===== config.mk =====
export PLATFORM = sky130hd
export DESIGN_NAME = alu_muldiv_seq
export DESIGN_NICKNAME = d
export VERILOG_FILES = /design/src/rtl/alu_muldiv_seq.sv
export SDC_FILE = /design/constraint.sdc
export NUM_CORES = 1
export LEC_CHECK = 0
export ABC_AREA = 0
export CORE_MARGIN = 5
export CORE_UTILIZATION = 35
export CTS_CLUSTER_DIAMETER = 30
export DETAILED_ROUTE_END_ITERATION = 8
export GPL_TIMING_DRIVEN = 0
export HOLD_SLACK_MARGIN = 0.1
export PLACE_DENSITY = 0.61
export SETUP_SLACK_MARGIN = 0.4
export SYNTH_ARGS = -nofsm -noshare
export SYNTH_HDL_FRONTEND = slang
export SYNTH_SLANG_ARGS = --single-unit

===== constraint.sdc =====
create_clock -name clk -period 4.9 [get_ports clk]
set_input_delay 0.49 -clock clk [delete_from_list [all_inputs] [get_ports clk]]
set_output_delay 0.49 -clock clk [all_outputs]
set_load 0.05 [all_outputs]

===== src/rtl/alu_muldiv_seq.sv =====
// Sequential multiply / divide / modulo unit for the execute stage.
// Radix-2 shift-add multiplier and restoring divider on magnitudes, sign fixup at the end.
module alu_muldiv_seq #(
  parameter int WIDTH = 32,
  parameter int ALU_OP_LEN = 4,
  parameter logic [ALU_OP_LEN-1:0] ALU_OP_MUL = 4'hA,
  parameter logic [ALU_OP_LEN-1:0] ALU_OP_DIV = 4'hB,
  parameter logic [ALU_OP_LEN-1:0] ALU_OP_MOD = 4'hC,
  parameter logic ALU_UNSIGNED_EXT = 1'b1
) (
  input  logic                  clk,
  input  logic                  rst_n,
  input  logic                  start,
  input  logic [ALU_OP_LEN-1:0] op,
  input  logic [WIDTH-1:0]      in1,
  input  logic [WIDTH-1:0]      in2,
  input  logic                  ext_mode,
  input  logic                  flush,
  output logic                  busy,
  output logic                  done,
  output logic [WIDTH-1:0]      out,
  output logic [WIDTH-1:0]      out_hi,
  output logic                  zero,
  output logic                  neg,
  output logic                  div_zero
);

  localparam int CW = $clog2(WIDTH + 1);
  localparam logic [CW-1:0] CNT_ONE  = CW'(1);
  localparam logic [CW-1:0] CNT_INIT = CW'(WIDTH);

  typedef enum logic [1:0] {S_IDLE, S_RUN, S_FIX, S_DONE} state_t;

  state_t           state_q;
  logic [CW-1:0]    count_q;
  logic             is_mul_q, is_mod_q, neg_res_q, neg_rem_q, dz_q;
  logic [WIDTH-1:0] opb_q, acc_hi_q, acc_lo_q;
  logic             busy_q, done_q, zero_q, neg_q, div_zero_q;
  logic [WIDTH-1:0] out_q, out_hi_q;

  logic               is_signed_s, op_ok_s, a_neg_s, b_neg_s, div_ge_s;
  logic [WIDTH-1:0]   mag_a_s, mag_b_s, div_sub_s, quo_fix_s, rem_fix_s;
  logic [WIDTH:0]     mul_sum_s;
  logic [2*WIDTH-1:0] prod_s, prod_fix_s;
  logic [WIDTH-1:0]   hi_d, lo_d, out_d, out_hi_d;

  // Operand conditioning, one iteration step and the final sign fixup.
  always_comb begin
    is_signed_s = (ext_mode != ALU_UNSIGNED_EXT);
    op_ok_s     = (op == ALU_OP_MUL) || (op == ALU_OP_DIV) || (op == ALU_OP_MOD);
    a_neg_s     = is_signed_s & in1[WIDTH-1];
    b_neg_s     = is_signed_s & in2[WIDTH-1];
    mag_a_s     = a_neg_s ? -in1 : in1;
    mag_b_s     = b_neg_s ? -in2 : in2;

    mul_sum_s = {1'b0, acc_hi_q} + ({1'b0, opb_q} & {(WIDTH+1){acc_lo_q[0]}});
    // The shifted partial remainder is below 2*divisor, so a WIDTH-bit difference is exact.
    div_ge_s  = {acc_hi_q, acc_lo_q[WIDTH-1]} >= {1'b0, opb_q};
    div_sub_s = {acc_hi_q[WIDTH-2:0], acc_lo_q[WIDTH-1]} - opb_q;

    if (is_mul_q) begin
      hi_d = mul_sum_s[WIDTH:1];
      lo_d = {mul_sum_s[0], acc_lo_q[WIDTH-1:1]};
    end else if (div_ge_s) begin
      hi_d = div_sub_s;
      lo_d = {acc_lo_q[WIDTH-2:0], 1'b1};
    end else begin
      hi_d = {acc_hi_q[WIDTH-2:0], acc_lo_q[WIDTH-1]};
      lo_d = {acc_lo_q[WIDTH-2:0], 1'b0};
    end

    prod_s     = {acc_hi_q, acc_lo_q};
    prod_fix_s = neg_res_q ? -prod_s : prod_s;
    quo_fix_s  = dz_q ? {WIDTH{1'b1}} : (neg_res_q ? -acc_lo_q : acc_lo_q);
    rem_fix_s  = neg_rem_q ? -acc_hi_q : acc_hi_q;

    if (is_mul_q) begin
      out_d    = prod_fix_s[WIDTH-1:0];
      out_hi_d = prod_fix_s[2*WIDTH-1:WIDTH];
    end else if (is_mod_q) begin
      out_d    = rem_fix_s;
      out_hi_d = rem_fix_s;
    end else begin
      out_d    = quo_fix_s;
      out_hi_d = rem_fix_s;
    end
  end

  // Control FSM, datapath registers and registered result/flag outputs.
  always_ff @(posedge clk or negedge rst_n) begin
    if (!rst_n) begin
      state_q    <= S_IDLE;
      count_q    <= '0;
      is_mul_q   <= 1'b0;
      is_mod_q   <= 1'b0;
      neg_res_q  <= 1'b0;
      neg_rem_q  <= 1'b0;
      dz_q       <= 1'b0;
      opb_q      <= '0;
      acc_hi_q   <= '0;
      acc_lo_q   <= '0;
      busy_q     <= 1'b0;
      done_q     <= 1'b0;
      out_q      <= '0;
      out_hi_q   <= '0;
      zero_q     <= 1'b1;
      neg_q      <= 1'b0;
      div_zero_q <= 1'b0;
    end else begin
      case (state_q)
        S_IDLE: begin
          done_q <= 1'b0;
          if (start && op_ok_s && !flush) begin
            is_mul_q  <= (op == ALU_OP_MUL);
            is_mod_q  <= (op == ALU_OP_MOD);
            neg_res_q <= a_neg_s ^ b_neg_s;
            neg_rem_q <= a_neg_s;
            dz_q      <= (op != ALU_OP_MUL) && (in2 == '0);
            opb_q     <= (op == ALU_OP_MUL) ? mag_a_s : mag_b_s;
            acc_lo_q  <= (op == ALU_OP_MUL) ? mag_b_s : mag_a_s;
            acc_hi_q  <= '0;
            count_q   <= CNT_INIT;
            busy_q    <= 1'b1;
            state_q   <= S_RUN;
          end
        end
        S_RUN: begin
          if (flush) begin
            busy_q  <= 1'b0;
            state_q <= S_IDLE;
          end else begin
            acc_hi_q <= hi_d;
            acc_lo_q <= lo_d;
            count_q  <= count_q - CNT_ONE;
            if (count_q == CNT_ONE) begin
              state_q <= S_FIX;
            end
          end
        end
        S_FIX: begin
          if (flush) begin
            busy_q  <= 1'b0;
            state_q <= S_IDLE;
          end else begin
            out_q      <= out_d;
            out_hi_q   <= out_hi_d;
            zero_q     <= (out_d == '0);
            neg_q      <= out_d[WIDTH-1];
            div_zero_q <= dz_q;
            done_q     <= 1'b1;
            state_q    <= S_DONE;
          end
        end
        S_DONE: begin
          done_q  <= 1'b0;
          busy_q  <= 1'b0;
          state_q <= S_IDLE;
        end
        default: begin
          done_q  <= 1'b0;
          busy_q  <= 1'b0;
          state_q <= S_IDLE;
        end
      endcase
    end
  end

  assign busy     = busy_q;
  assign done     = done_q;
  assign out      = out_q;
  assign out_hi   = out_hi_q;
  assign zero     = zero_q;
  assign neg      = neg_q;
  assign div_zero = div_zero_q;

endmodule


### Yosys cells after proc, flatten, opt, wreduce, memory -nomap -nowiden

Cells that the tools add are included.

* flip-flop bits (word level): 178
* input port bits: 73
* output and inout port bits: 69
* word-level logic and storage cells: 98

* add/sub/neg operators: 8
* $lt $le $gt $ge: 1
* equal/unequal tests: 13
* muxes and demuxes: 34
* bitwise operators: 6
* reductions and logical operators: 19

Operators with widths (number)
* 2-to-1 mux 32 bit: 17
* negation 32 bit: 4
* one-hot mux 32 bit (2 select lines): 2
* logical NOT 32 bit: 2
* 2-to-1 mux 64 bit: 1
* negation 64 bit: 1
* adder 32 x 33 -> 33 bit: 1
* AND 32 x 33 -> 33 bit: 1
* >= comparator 33 x 32 -> 1 bit: 1
* subtractor 32 bit: 1
* equality test 4 bit (second input constant): 3
* 2-to-1 mux 6 bit: 2
* one-hot mux 6 bit (2 select lines): 1
* AND reduction 2 bit: 5
* 2-to-1 mux 2 bit: 4
* one-hot mux 2 bit (4 select lines): 1
* equality test 6 x 1 -> 1 bit (second input constant): 1
* != test 2 bit (second input constant): 3
* subtractor 6 x 1 -> 6 bit (second input constant): 1
* equality test 2 bit (second input constant): 2
* 2-to-1 mux 1 bit: 4
* != test 4 bit (second input constant): 1
* nonzero test 2 bit: 2
* OR reduction 2 bit: 2
* other kinds (13): 18

### Longest topological paths before layout

* word-level depth: 7
* depth in mapped cells: 15
* gate-level depth less buffers: 14

### Worst setup path after synthesis

Ideal clock, no wire load.

* path kind: register to register
* start: reg acc_lo_q[0]
* end: reg acc_hi_q[24]
* setup time: 0.134 ns
* arrival time: 3.489 ns
* required time: 4.766 ns
* slack: 1.277 ns
* cell stages (with the launch flop): 14
* buffers on the path: 1
* period minus slack after synthesis: 3.623 ns
* path through: dfrtp_1 > inv_1 > buf_1 > nor2_1 > ha_1 > a21o_1 > a2111oi_0 > o31ai_1 > a221oi_1 > o21ai_1 > a221oi_1 > xnor2_1 > a222oi_1 > o21ai_1

* word-level cells in the longest chain between the ends: 5

RTL lines
* start, declared: line 37 `logic [WIDTH-1:0] opb_q, acc_hi_q, acc_lo_q;`
* start signal, assigned: line 120 `acc_lo_q <= (op == ALU_OP_MUL) ? mag_b_s : mag_a_s;`
* start signal, assigned: line 133 `acc_lo_q <= lo_d;`
* AND 32 x 33 -> 33 bit: line 56 `mul_sum_s = {1'b0, acc_hi_q} + ({1'b0, opb_q} & {(WIDTH+1){acc_lo_q[0]}});`
* adder 32 x 33 -> 33 bit: line 56
* 2-to-1 mux 32 bit: line 61 `if (is_mul_q) begin`
* 2-to-1 mux 32 bit: line 128 `if (flush) begin`
* one-hot mux 32 bit (2 select lines): line 110 `case (state_q)`
* end signal, assigned: line 132 `acc_hi_q <= hi_d;`
* end, declared: line 37

Every way passes these cells. The select of a mux whose other input is x is not followed.
A chain may end at the register's enable or synchronous reset.

### Worst setup path in the final report

* start: reg acc_lo_q[0]
* end: reg acc_hi_q[28]

The elaborated chain is that of the path after synthesis.

==> flow_summary_export.csv <==
group,metric,value,unit
cells_and_area,fin_cells,2766,
cts,cts-buffers-inserted,17,
sta,rsz0062_at_grt,"yes",
die,rows,77,
cts,h-tree-depth,4,
logic_synthesis,syn_area_per_cell,7.82,µm²
detailed_routing,ant_nets,0,
logic_synthesis,synth_top_cells_by_area,"dfrtp_1 28%, a21oi_1 6.0%, ha_1 5.9%, xnor2_1 5.9%, o21ai_0 5.6%",
logic_synthesis,synth_seq_cells,177,
detailed_routing,num_vias,16000,
power,p_per_area,750,nW/µm²
power,combinationalPowerShare,68.9,%
place,placedCellCount,2734,
hold_path,worstHoldStart,"zero",
critical_path,cpMaxStageDelayCell,"o31ai_1",
detailed_routing,drc,0,
critical_path,arrival,4730,ps
sta,finalCritPeriodShare,89.4,%
power,ir_worst_vdd,0.457,mV
die,start_util,35.4,%
cts,cts_buffer_depth,2,
logic_synthesis,ys_async_sr_fraction,100,%
cells_and_area,postLayoutCoreUtil,41.7,%
critical_path,r2r_end,"acc_hi_q[28]",
cells_and_area,fin_nets,2311,
power,clkPwrFrac,10.5,%
grt,antenna_found_initial,0,
cts,post_cts_buffers,0,
power,internal_power,0.00641,W
logic_synthesis,yosysTopAreaCellShare,28.2,%
detailed_routing,routed_via_density,5.80,
logic_synthesis,synthFlopType,"dfrtp_1",
detailed_routing,drt_iter0_drc,1572,
sta,layout_min_cycle_time,4380,ps
critical_path,r2r-start,"acc_lo_q[0]",
hold_path,whs_path_depth,2,
critical_path,critPathMostFrequentCell,"o21ai_0",
logic_synthesis,syn_nets,2149,
cells_and_area,n_antenna_cell,0,
cts,clkLatencyLatePin,470,ps
outcome,status,"completed",
place,portBuffers,141,
critical_path,start_kind,"register",
sta,fmax,228,MHz
sta,worst_slack,522,ps
cells_and_area,design_area,18500,µm²
detailed_routing,firstDrtPassIters,7,
die,die_area,49000,µm²
sta,drv_slew,0,
cts,cts-root-buf,"clkbuf_16",
grt,grt_overflow,0,
logic_synthesis,synth-edff-count,0,
critical_path,cp_cell_sequence,"inv_1, buf_2, nor2_1, ha_1, o21a_1, o21ai_0, o31ai_1, nand2_1, a31oi_1, o21ai_0, mux2i_1, and4_1, a311oi_1",
sta,finalClockSkew,19.0,ps
cts,cts_tree,"built",
logic_synthesis,syn-cell-area,15600,µm²
hold_path,whs_endpoint,"zero",
place,gp_congestion,0.942,
cells_and_area,fillers,4441,
sta,tns,0,ps
logic_synthesis,synth_common_cells,"207 x nand2_1, 196 x nor2_1, 186 x a21oi_1",
power,p_sw_share,53.7,%
critical_path,crit_required,5250,ps
grt,grt.total_usage,23.3,%
logic_synthesis,ys_types,74,
logic_synthesis,synth_cells,2000,
die,fp.dieH,221,µm
cts,cts_sinks,177,
place,place_ws,-130,ps
logic_synthesis,synth_largest_area_cell,"dfrtp_1",
die,fp.dieW,221,µm
cts,clkTransAtPathRegs,80,ps
cells_and_area,drive_gt1_share,5.89,%
cells_and_area,area_growth,18.1,%
sta,slew_headroom,17.9,%
logic_synthesis,ys_seq_area_share,28.3,%
detailed_routing,wirelength,59600,µm
power,pwr-share-seq,20.6,%
grt,grt_max_degree,117,
grt,grt_pass1_wl,91100,µm
sta,worstMarginPinSlew,1230,ps
critical_path,reg2reg_setup_slack,520,ps
hold_path,hp-class,"register to register",
place,place_area,17800,µm²
critical_path,cpPeakStageDelay,670,ps
detailed_routing,avgRoutedWirePerCell,21.5,µm
place,dp_hpwl,48000,µm
critical_path,worstSetupPathType,"register to register",
critical_path,reg2reg_depth,13,
logic_synthesis,yosysMostFrequentCell,"nand2_1",
power,power_switching,0.00744,W
die,core_area,44200,µm²
sta,finalSetupViolCount,0,
job,maxCapViolations,0,
power,p_leak,7.48,nW
critical_path,endpoint_kind,"register",
sta,finalHoldViolCount,0,
logic_synthesis,ys.warnings.count,0,
critical_path,crit_path_max_fanout,10,
die,io_pins,142,
grt,grt_pass1_vias,15100,
-- power by group through the flow --
stage               sequential [W]  clock [W]  combinational, W
global route               0.00293    0.00153            0.0103
finish                     0.00285    0.00146           0.00954
global placement           0.00283          0           0.00922
detailed placement         0.00286          0           0.00929
CTS                        0.00283    0.00147           0.00935
floorplan                  0.00341          0           0.00583
-- cells in the final DEF, fill, tap and decap left out, types with 74 or more instances in the layout --
cell and instances:
o21ai_0 176, ha_1 74, clkbuf_1 109, dfrtp_1 176, a21oi_1 186, nand2_1 207, clkdlybuf4s50_1 140, xor2_1 94
xnor2_1 105, nor2_1 196
-- layer usage --
metal	GRT usage, %	routed length (µm)	vias to the layer above
met5	0	0	-
met4	7.86	1980	0
met3	4.27	4070	103
met2	36.3	26200	669
met1	32.8	27300	7759
li1	-	-	7502
-- how the worst max path moves through the flow --
stage / from / cells past startpoint / slack, ps / to
after floorplan: acc_lo_q[0] / 13 / 1280 / acc_hi_q[24]
after global placement: rst_n / 1 / -4250 / opb_q[20]
after detailed placement: acc_lo_q[0] / 13 / -130 / acc_hi_q[24]
after CTS: acc_hi_q[6] / 11 / 510 / acc_hi_q[13]
after global routing: acc_lo_q[0] / 13 / 310 / acc_hi_q[24]
final: acc_lo_q[0] / 13 / 520 / acc_hi_q[28]
-- critical path, delay by kind of cell, from the launching register on --
family          cells  cell delay (ps)
compound gates      6             2030
fa+ha+maj           1              350
buf+inv             2              630
flops               1              470
mux                 1              190
simple gates        3              570
-- kinds of logic after synthesis --
group,count (synthesis),share of synthesized area (%)
AOI/OAI and AO/OA,630,24.9
muxes,73,5.13
xor gates and xnor gates,199,11.1
buffers and inverters,195,4.75
adders and majority gates,76,6.18
and+or+nand+nor,650,19.5
DFF,177,28.3
-- registers in the layout (all words and copies together) (netlist names) --
signal and count:
acc_hi_q 32, acc_lo_q 32, opb_q 32, out_hi 32
out 31, count_q 6, state_q 2, busy 1
div_zero 1, done 1, dz_q 1, is_mod_q 1
is_mul_q 1, neg 1, neg_rem_q 1, neg_res_q 1
zero 1
-- final cells by class --
cell class	count	area, µm²	area share [%]
Tap cell	592	741	4.01
Clock inverter	12	143	0.773
Buffer	125	483	2.62
Sequential cell	177	4430	24.0
Timing Repair Buffer	143	1450	7.88
Multi-Input combinational cell	1628	10500	56.8
Clock buffer	19	453	2.45
Inverter	70	263	1.42
-- per-stage QoR --
step / total power, W / hold WS (ps)
3_5_place_dp: 0.0121 / 468
3_3_place_gp: 0.0120 / 458
5_1_grt: 0.0148 / 502
4_1_cts: 0.0136 / 478
6_report: 0.0138 / 469
2_1_floorplan: 0.00925 / 194
-- timing repair --
item | in CTS | in global routing
endpoints found under the hold margin | 60 | 0
hold buffers | 1 | 0
endpoints found under the setup margin | 6 | 20
gates resized for setup | 4 | 7
pin swaps | 0 | 0
cloned | 0 | 0
No activity file was read; power rests on OpenSTA's default activity.
